### src/rtl/mem_access_pkg.sv
// Shared encodings and default geometry for the data-memory access front-end.
// Imported by the interface, the stack pointer and the access unit.
package mem_access_pkg;
   localparam int DEF_ADDR_W = 9;
   localparam int DEF_DATA_W = 16;
   localparam logic [DEF_ADDR_W-1:0] DEF_STACK_BASE  = 9'h1FF;
   localparam logic [DEF_ADDR_W-1:0] DEF_STACK_LIMIT = 9'h180;

   typedef enum logic [1:0] {
      OP_LOAD  = 2'b00,
      OP_STORE = 2'b01,
      OP_PUSH  = 2'b10,
      OP_POP   = 2'b11
   } op_e;

   typedef enum logic [2:0] {
      ST_IDLE,
      ST_WR,
      ST_RD,
      ST_RD_WAIT,
      ST_RESP
   } state_e;
endpackage

### src/rtl/mem_access_unit_if.sv
// Request/response handshake plus the memory pins of the access unit.
// master = control unit and memory side, slave = mem_access_unit.
interface mem_access_unit_if
   import mem_access_pkg::*;
#(
   parameter int ADDR_W = DEF_ADDR_W,
   parameter int DATA_W = DEF_DATA_W
);
   logic              req_valid;
   logic              req_ready;
   logic [1:0]        op;
   logic [ADDR_W-1:0] addr;
   logic [DATA_W-1:0] wdata;
   logic              rsp_valid;
   logic [DATA_W-1:0] rdata;
   logic              err;
   logic [ADDR_W-1:0] sp;
   logic              mem_en;
   logic [ADDR_W-1:0] mem_addr;
   logic [DATA_W-1:0] mem_wdata;
   logic [DATA_W-1:0] mem_rdata;

   modport master (
      output req_valid, op, addr, wdata, mem_rdata,
      input  req_ready, rsp_valid, rdata, err, sp, mem_en, mem_addr, mem_wdata
   );

   modport slave (
      input  req_valid, op, addr, wdata, mem_rdata,
      output req_ready, rsp_valid, rdata, err, sp, mem_en, mem_addr, mem_wdata
   );
endinterface

### src/rtl/stack_pointer.sv
// Downward-growing stack pointer; sp is the next free slot, sp_inc the top entry.
// Updates one cycle after a push/pop strobe; full/empty flag illegal push/pop.
module stack_pointer
   import mem_access_pkg::*;
#(
   parameter int                ADDR_W      = DEF_ADDR_W,
   parameter logic [ADDR_W-1:0] STACK_BASE  = DEF_STACK_BASE,
   parameter logic [ADDR_W-1:0] STACK_LIMIT = DEF_STACK_LIMIT
) (
   input  logic              CLK,
   input  logic              RST,
   input  logic              push,
   input  logic              pop,
   output logic [ADDR_W-1:0] sp,
   output logic [ADDR_W-1:0] sp_inc,
   output logic              full,
   output logic              empty
);
   always_ff @(posedge CLK) begin
      if (RST) begin
         sp <= STACK_BASE;
      end else if (push) begin
         sp <= sp - ADDR_W'(1);
      end else if (pop) begin
         sp <= sp + ADDR_W'(1);
      end
   end

   assign sp_inc = sp + ADDR_W'(1);
   // Full once sp has dropped below the lowest slot, i.e. all slots are used.
   assign full   = (sp < STACK_LIMIT);
   assign empty  = (sp == STACK_BASE);
endmodule

### src/rtl/mem_access_unit.sv
// Single-outstanding LOAD/STORE/PUSH/POP front-end for the 512x16 data memory.
// Response 2 cycles after accept for writes, 3 for reads, 1 for stack errors; req_ready only in IDLE.
module mem_access_unit
   import mem_access_pkg::*;
#(
   parameter int                ADDR_W      = DEF_ADDR_W,
   parameter int                DATA_W      = DEF_DATA_W,
   parameter logic [ADDR_W-1:0] STACK_BASE  = DEF_STACK_BASE,
   parameter logic [ADDR_W-1:0] STACK_LIMIT = DEF_STACK_LIMIT
) (
   input  logic             CLK,
   input  logic             RST,
   mem_access_unit_if.slave bus
);
   state_e            state, state_nxt;
   op_e               op_q;
   logic [ADDR_W-1:0] eaddr_q, eaddr_nxt;
   logic [DATA_W-1:0] wdata_q;
   logic [DATA_W-1:0] rdata_q;
   logic              err_q;
   logic              req_err;
   logic              accept;
   logic [ADDR_W-1:0] sp, sp_inc;
   logic              full, empty;
   logic              push, pop;

   stack_pointer #(
      .ADDR_W      (ADDR_W),
      .STACK_BASE  (STACK_BASE),
      .STACK_LIMIT (STACK_LIMIT)
   ) u_stack_pointer (
      .CLK    (CLK),
      .RST    (RST),
      .push   (push),
      .pop    (pop),
      .sp     (sp),
      .sp_inc (sp_inc),
      .full   (full),
      .empty  (empty)
   );

   assign accept = (state == ST_IDLE) && bus.req_valid;
   assign push   = (state == ST_WR) && (op_q == OP_PUSH);
   assign pop    = (state == ST_RD_WAIT) && (op_q == OP_POP);

   always_comb begin
      eaddr_nxt = bus.addr;
      req_err   = 1'b0;
      case (op_e'(bus.op))
         OP_PUSH: begin
            eaddr_nxt = sp;
            req_err   = full;
         end
         OP_POP: begin
            eaddr_nxt = sp_inc;
            req_err   = empty;
         end
         default: ;
      endcase
   end

   always_ff @(posedge CLK) begin
      if (RST) begin
         state   <= ST_IDLE;
         op_q    <= OP_LOAD;
         eaddr_q <= '0;
         wdata_q <= '0;
         rdata_q <= '0;
         err_q   <= 1'b0;
      end else begin
         state <= state_nxt;
         if (accept) begin
            op_q    <= op_e'(bus.op);
            eaddr_q <= eaddr_nxt;
            wdata_q <= bus.wdata;
            err_q   <= req_err;
         end
         if (state == ST_RD_WAIT) begin
            rdata_q <= bus.mem_rdata;
         end
         if (state == ST_RESP) begin
            err_q <= 1'b0;
         end
      end
   end

   always_comb begin
      state_nxt     = state;
      bus.req_ready = 1'b0;
      bus.rsp_valid = 1'b0;
      bus.err       = 1'b0;
      bus.mem_en    = 1'b0;
      bus.mem_addr  = '0;
      bus.mem_wdata = '0;
      bus.rdata     = rdata_q;
      bus.sp        = sp;
      case (state)
         ST_IDLE: begin
            bus.req_ready = 1'b1;
            if (bus.req_valid) begin
               if (req_err) begin
                  state_nxt = ST_RESP;
               end else if (op_e'(bus.op) == OP_STORE || op_e'(bus.op) == OP_PUSH) begin
                  state_nxt = ST_WR;
               end else begin
                  state_nxt = ST_RD;
               end
            end
         end
         ST_WR: begin
            bus.mem_en    = 1'b1;
            bus.mem_addr  = eaddr_q;
            bus.mem_wdata = wdata_q;
            state_nxt     = ST_RESP;
         end
         ST_RD: begin
            bus.mem_addr = eaddr_q;
            state_nxt    = ST_RD_WAIT;
         end
         ST_RD_WAIT: begin
            bus.mem_addr = eaddr_q;
            state_nxt    = ST_RESP;
         end
         ST_RESP: begin
            bus.rsp_valid = 1'b1;
            bus.err       = err_q;
            state_nxt     = ST_IDLE;
         end
         default: state_nxt = ST_IDLE;
      endcase
   end
endmodule
### src/flat_wrapper.sv
// flat-port wrapper written by rule: the top's interface ports become plain ports
module mem_access_unit_flat import mem_access_pkg::*;
#(
   parameter int                ADDR_W      = DEF_ADDR_W,
   parameter int                DATA_W      = DEF_DATA_W,
   parameter logic [ADDR_W-1:0] STACK_BASE  = DEF_STACK_BASE,
   parameter logic [ADDR_W-1:0] STACK_LIMIT = DEF_STACK_LIMIT
)
  (CLK, RST, bus_req_valid, bus_op, bus_addr, bus_wdata, bus_mem_rdata, bus_req_ready, bus_rsp_valid, bus_rdata, bus_err, bus_sp, bus_mem_en, bus_mem_addr, bus_mem_wdata);
  mem_access_unit_if #(.ADDR_W(ADDR_W), .DATA_W(DATA_W)) bus_i ();
  input  logic CLK;
  input  logic RST;
  input wire logic [$bits(bus_i.req_valid)-1:0] bus_req_valid;
  input wire logic [$bits(bus_i.op)-1:0] bus_op;
  input wire logic [$bits(bus_i.addr)-1:0] bus_addr;
  input wire logic [$bits(bus_i.wdata)-1:0] bus_wdata;
  input wire logic [$bits(bus_i.mem_rdata)-1:0] bus_mem_rdata;
  output wire logic [$bits(bus_i.req_ready)-1:0] bus_req_ready;
  output wire logic [$bits(bus_i.rsp_valid)-1:0] bus_rsp_valid;
  output wire logic [$bits(bus_i.rdata)-1:0] bus_rdata;
  output wire logic [$bits(bus_i.err)-1:0] bus_err;
  output wire logic [$bits(bus_i.sp)-1:0] bus_sp;
  output wire logic [$bits(bus_i.mem_en)-1:0] bus_mem_en;
  output wire logic [$bits(bus_i.mem_addr)-1:0] bus_mem_addr;
  output wire logic [$bits(bus_i.mem_wdata)-1:0] bus_mem_wdata;
  assign bus_i.req_valid = bus_req_valid;
  assign bus_i.op = bus_op;
  assign bus_i.addr = bus_addr;
  assign bus_i.wdata = bus_wdata;
  assign bus_i.mem_rdata = bus_mem_rdata;
  assign bus_req_ready = bus_i.req_ready;
  assign bus_rsp_valid = bus_i.rsp_valid;
  assign bus_rdata = bus_i.rdata;
  assign bus_err = bus_i.err;
  assign bus_sp = bus_i.sp;
  assign bus_mem_en = bus_i.mem_en;
  assign bus_mem_addr = bus_i.mem_addr;
  assign bus_mem_wdata = bus_i.mem_wdata;
  mem_access_unit #(.ADDR_W(ADDR_W), .DATA_W(DATA_W), .STACK_BASE(STACK_BASE), .STACK_LIMIT(STACK_LIMIT)) u_core (.CLK(CLK), .RST(RST), .bus(bus_i));
endmodule
### config.mk
export PLATFORM = sky130hd
export DESIGN_NAME = mem_access_unit_flat
export DESIGN_NICKNAME = d
export VERILOG_FILES = /design/src/rtl/mem_access_pkg.sv /design/src/rtl/mem_access_unit_if.sv /design/src/rtl/stack_pointer.sv /design/src/rtl/mem_access_unit.sv /design/src/flat_wrapper.sv
export SDC_FILE = /design/constraint.sdc
export NUM_CORES = 1
export LEC_CHECK = 0
export ABC_AREA = 1
export BUFFER_PORTS_ARGS = -buffer_cell sky130_fd_sc_hd__buf_2
export CELL_PAD_IN_SITES_DETAIL_PLACEMENT = 0
export CELL_PAD_IN_SITES_GLOBAL_PLACEMENT = 1
export CORE_AREA = 5 5 95 97
export CTS_CLUSTER_DIAMETER = 80
export DETAILED_ROUTE_END_ITERATION = 16
export DIE_AREA = 0 0 100 102
export GPL_TIMING_DRIVEN = 0
export PLACE_DENSITY = 0.95
export REMOVE_ABC_BUFFERS = 1
export SYNTH_ARGS = -nofsm -noshare
export SYNTH_HDL_FRONTEND = slang
export SYNTH_SLANG_ARGS = --single-unit
### constraint.sdc
create_clock -name CLK -period 3.8 [get_ports CLK]
set_input_delay 0.95 -clock CLK [delete_from_list [all_inputs] [get_ports CLK]]
set_output_delay 0.95 -clock CLK [all_outputs]
set_load 0.01 [all_outputs]
Word-level counts from Yosys, hierarchy flattened. Cells that the tools add are included.

Add/sub/neg operators: 2. Multiply operators: 0. Divide/modulo/power cells: 0. Order comparisons: 1. Equality and inequality tests: 11. Shifts and indexed selects: 0. Mux-type cells: 14. Bitwise gates (word level): 0. Reductions and logical operators: 9.

Operator list (number): $mux W9 (3); $pmux W9 S2 (1); $mux W16 (1); $add A9 B1 Y9 const B (1); $eq A9 B9 Y1 const B (1); $lt A9 B9 Y1 const B (1); $pmux W3 S3 (1); $sub A9 B1 Y9 const B (1); $eq A2 B2 Y1 const B (4); $eq A3 B2 Y1 const B (2); $mux W3 (2); $mux W1 (4); $reduce_or A2 Y1 (2); $eq A3 B1 Y1 const B (1); $eq A3 B3 Y1 const B (1); $logic_and A1 B1 Y1 (3); $logic_not A3 Y1 (1); $reduce_or A3 Y1 (1); $eq A2 B1 Y1 const B (1); $mux W2 (1); $ne A2 B2 Y1 const B (1); $pmux W1 S2 (1); $reduce_bool A2 Y1 (1); $logic_or A1 B1 Y1 (1).

Bits in registers: 56. Latch bits: 0. Memory bits (writable): 0. ROM bits: 0. Input bits: 46. Output and inout bits: 54. Word-level logic and storage cells: 44. Memories kept: 0.

Logic depth before layout (Yosys ltp).
Depth after elaboration: 6. Depth in mapped cells: 10. Depth with buffers taken out: 9.

Modules after synthesis. Synthesis repeated with hierarchy kept, for this count alone.

Cells, all modules: 480. Area total of the unflattened synthesis: 2990.4 µm².

Modules (own cells, without submodules): mem_access_unit (times used 1, cells each 370, area each 2267.2 µm², seq. area each 940.9 µm²); stack_pointer (times used 1, cells each 110, area each 723.2 µm², seq. area each 180.2 µm²).

Least setup slack after synthesis. OpenSTA, ideal clock, no wires.

Path type: reg-to-output. Start point: reg u_core.state[1]. End point: out bus_mem_wdata[10]. Arrival time: 998 ps. Required time: 2850 ps. Slack: 1852 ps. Stages on the path, launching flop included: 6. Path buffers: 2. Cell sequence: dfxtp_1 -> buf_6 -> inv_1 -> nand3_2 -> buf_2 -> nor2_1.

Longest elaborated chain between the ends: 2.

RTL lines: from (decl) (RTL line mem_access_unit.sv:15) `state_e state, state_nxt;`; from (signal assigned) (RTL line mem_access_unit.sv:71) `state <= state_nxt;`; $eq A3 B1 Y1 (RTL line mem_access_unit.sv:97) `case (state)`; $mux W16 (RTL line mem_access_unit.sv:97); to (decl) (RTL line flat_wrapper.sv:25) `output wire logic [$bits(bus_i.mem_wdata)-1:0] bus_mem_wdata;`.

Every way passes these cells.

Worst setup path after layout.
Start point: reg u_core.state[1]. End point: out bus_mem_addr[0].

Longest elaborated chain between the ends: 3. Elaborated cells on any way between the ends: 5. Those cells by class: eq/ne (3); mux (1); reduce/logical (1).

RTL lines: $eq A3 B2 Y1 / $eq A3 B1 Y1 (equally long branches) (RTL line mem_access_unit.sv:97); $reduce_or A3 Y1 (no line) *; $mux W9 * (RTL line mem_access_unit.sv:97); to (decl) (RTL line flat_wrapper.sv:24) `output wire logic [$bits(bus_i.mem_addr)-1:0] bus_mem_addr;`.

Mark *: on every way between the ends. The rest lies on a longest branch, timed or not.

==> summary.txt <==
CTS
  • CTS buffer count: 5
  • Worst-Skew Late Latency: between 0.3 and 0.4 ns
  • CTS HTree Levels: 2
  • Cts repair resizes: 0
  • CTS root buf: clkbuf_8
  • CTS tree: done
  • Clk slew on worst S/H paths: 0.10 ns
  • Hold Buf Count CTS: 0
  • Buffer count from post-CTS setup fixing: 0
  • Clock sink count: 56
  • Longest Clk Path Bufs: 2

Outcome
  • Outcome: completed

Worst setup path
  • CP Launch Type: flop
  • CP Cell Sequence: o21ai_1, nor2_1, buf_2
  • Worst path arrival time: 1.71 ns
  • Setup Crit Path Kind: flop to primary output
  • Crit-path max FO: 9
  • Worst setup EP type: primary output
  • CP peak stage delay: 0.70 ns
  • Worst EP required: 2.85 ns
  • CP max-delay cell: dfxtp_1

Die
  • IO Pins: 100
  • Initial Utilization: between 30 and 40%
  • Die Height: around 100 µm
  • Core footprint: 0.00805 mm²
  • Row cnt: 33
  • Die width: roughly 100 µm
  • Die area: 0.0102 mm²

Placement
  • Placed inst area: ~0.0034 mm²
  • Port bufs: a little under 100
  • DP HPWL: 5.74 mm
  • GPL Wtd Cong: between 0.9 and 1

GRT
  • Tot GR Track Use: 15.6%
  • Number of global-route vias before repair: roughly 2900
  • Global-route wire length before repair: 13.1 mm
  • Pin count of the biggest net entering global routing: 54
  • Antenna violations before repair: 0
  • Total grt overflow: 0

Logic synthesis
  • Post-Syn Instances: 427
  • Cell Area, Synth: 0.00289 mm²
  • Ranking of synthesized cells by area: dfxtp_1 (39%), nor2_1 (11%), nand2_1 (8.4%)
  • Cell taking the most area after synthesis: dfxtp_1
  • Post-synthesis register bit count: 56
  • Yosys warning count: 0
  • Register area share after synthesis: 38.8%
  • Cell variety after synth: 29
  • Post-synth top area share: 38.8%
  • Syn_area_per_cell: 6.77 µm²

STA
  • Slew HR: 44.4%
  • RSZ-0062 raised after global routing: false
  • Highest clock rate: 0.375 GHz
  • Final hold violation count: 0
  • Fin Setup TNS: 0 ns
  • Worst-Margin Slew: 0.833 ns
  • Slew Limit Fails: 0
  • Fin crit share: about 70%
  • Worst Clk Skew: 0.0154 ns
  • Final setup violating endpoints: 0
  • Final min period: roughly 2.7 ns

Routing
  • First-pass DRT Iterations: 7
  • Initial DRC count: about 140
  • Post-DR wirelength/cell: 12.8 µm
  • Antenna viol nets, final: 0
  • Vias per inst: 4.88
  • Via count: approximately 3000
  • Detailed Route WL: ~8.0 mm
  • DRC: 0

Final layout
  • Nets@finish: roughly 570
  • Finished Cell Area: 0.00349 mm²
  • # diodes: 0
  • Share of cells above drive strength 1: 24.7%
  • Area delta synth->final: 20.7%
  • Fin util: a little over two fifths

Power
  • Power per cell area: 388 mW/mm²
  • P_leak: between 0.0015 and 0.002 µW
  • P_int: 896 µW
  • Comb pwr share: 23.8%
  • Net switching power: 460 µW
  • Peak VDD IR: 0.000156 V
  • Clock group share of total power: 26.0%
  • Register share of total power: 50.2%
  • Overall Power: 1360 µW
  • Sw frac: 33.9%

Run
  • Maxcap violations: 0

Worst hold path
  • Worst hold-check path type: flop to flop
==> worst max-delay path: cells and delay by family, from the launching register on <==
family                 cells  cell delay [ns]
AO/OA/AOI/OAI              1             0.36
buffers and inverters      1             0.15
flip-flops                 1             0.70
AND/OR/NAND/NOR            1             0.19
==> through the flow <==
step           cells  hold WS, ns  setup slack, ns
5_1_grt          620        0.482            0.960
2_1_floorplan    408        0.432             1.78
6_report         620        0.458             1.14
4_1_cts          620        0.463             1.10
3_3_place_gp     612        0.440             1.14
3_5_place_dp     612        0.448             1.46
==> metal layers <==
layer,wire [µm],GRT usage [%]
met3,633,3.62
met4,63,3.52
met5,0,0
met2,3690,26.2
met1,3580,20.4
==> synthesized netlist by cell type <==
| library cell | instances |
|---|---|
| nor2_1 | 83 |
| nand2_1 | 65 |
| dfxtp_1 | 56 |
| inv_1 | 47 |
| o21ai_0 | 39 |
| a21oi_1 | 34 |
| nand3_1 | 32 |
| o21ai_1 | 19 |
| buf_2 | 6 |
| buf_6 | 6 |
| clkbuf_1 | 5 |
| ha_1 | 5 |
| nand2_2 | 4 |
| nand4_1 | 4 |
| nor2_2 | 3 |
| inv_2 | 2 |
| nand2_4 | 2 |
| nand3_2 | 2 |
| nor2_4 | 2 |
| xnor2_1 | 2 |
| buf_1 | 1 |
| clkbuf_2 | 1 |
| inv_4 | 1 |
| nand3b_1 | 1 |
| nor2_8 | 1 |
| nor3_1 | 1 |
| nor3_2 | 1 |
| nor3_4 | 1 |
| o211ai_1 | 1 |
==> registers in the layout (all words and copies together), names as in the netlist <==
register,cells
u_core.wdata_q,16
u_core.op_q,2
u_core.err_q,1
u_core.bus.rdata,16
u_core.eaddr_q,9
u_core.u_stack_pointer.sp,9
u_core.state,3
==> placed cells by master, fill, tap and decap left out, types with 3 or more instances in the layout <==
cell type	synthesis	layout
o21ai_1	19	19
nor2_1	83	83
nand3_1	32	32
inv_2	2	3
nand4_1	4	4
dfxtp_1	56	56
nand2_2	4	4
nand2_1	65	65
clkbuf_8	0	5
a21oi_1	34	34
nor2_2	3	3
ha_1	5	5
buf_2	6	99
inv_1	47	46
o21ai_0	39	39
==> kinds of logic after synthesis <==
logic type,Yosys count,share of synthesized area (%)
AOI/OAI and AO/OA,93,16.2
xor gates and xnor gates,2,0.606
adders and majority gates,5,2.16
buffers and inverters,69,10.9
DFF,56,38.8
and+or+nand+nor,202,31.4
==> power groups by stage <==
stage | clock [µW] | combinational [µW] | sequential, µW
6_report | 352 | 323 | 680
2_1_floorplan | 0 | 216 | 690
3_5_place_dp | 0 | 325 | 694
3_3_place_gp | 0 | 318 | 691
5_1_grt | 392 | 370 | 687
4_1_cts | 372 | 326 | 681
==> path summary, 6_finish.rpt <==
kind,startpoint,endpoint,slack [ns],depth (start not counted)
worst max-delay path,u_core.state[1],bus_mem_addr[0],1.14,3
worst min-delay path,u_core.wdata_q[0],u_core.wdata_q[0],0.46,2
worst max register to register,u_core.u_stack_pointer.sp[0],u_core.eaddr_q[8],1.89,8
worst min register to register,u_core.wdata_q[0],u_core.wdata_q[0],0.46,2
==> layout make-up <==
class,count,area (µm²)
Clock inverter,3,27.5
Tap cell,105,131
Timing Repair Buffer,99,495
Inverter,50,190
Clock buffer,5,68.8
Fill cell,882,4560
Sequential cell,56,1120
Multi-Input combinational cell,302,1460
Note: power is estimated with default switching activity, not from simulation.
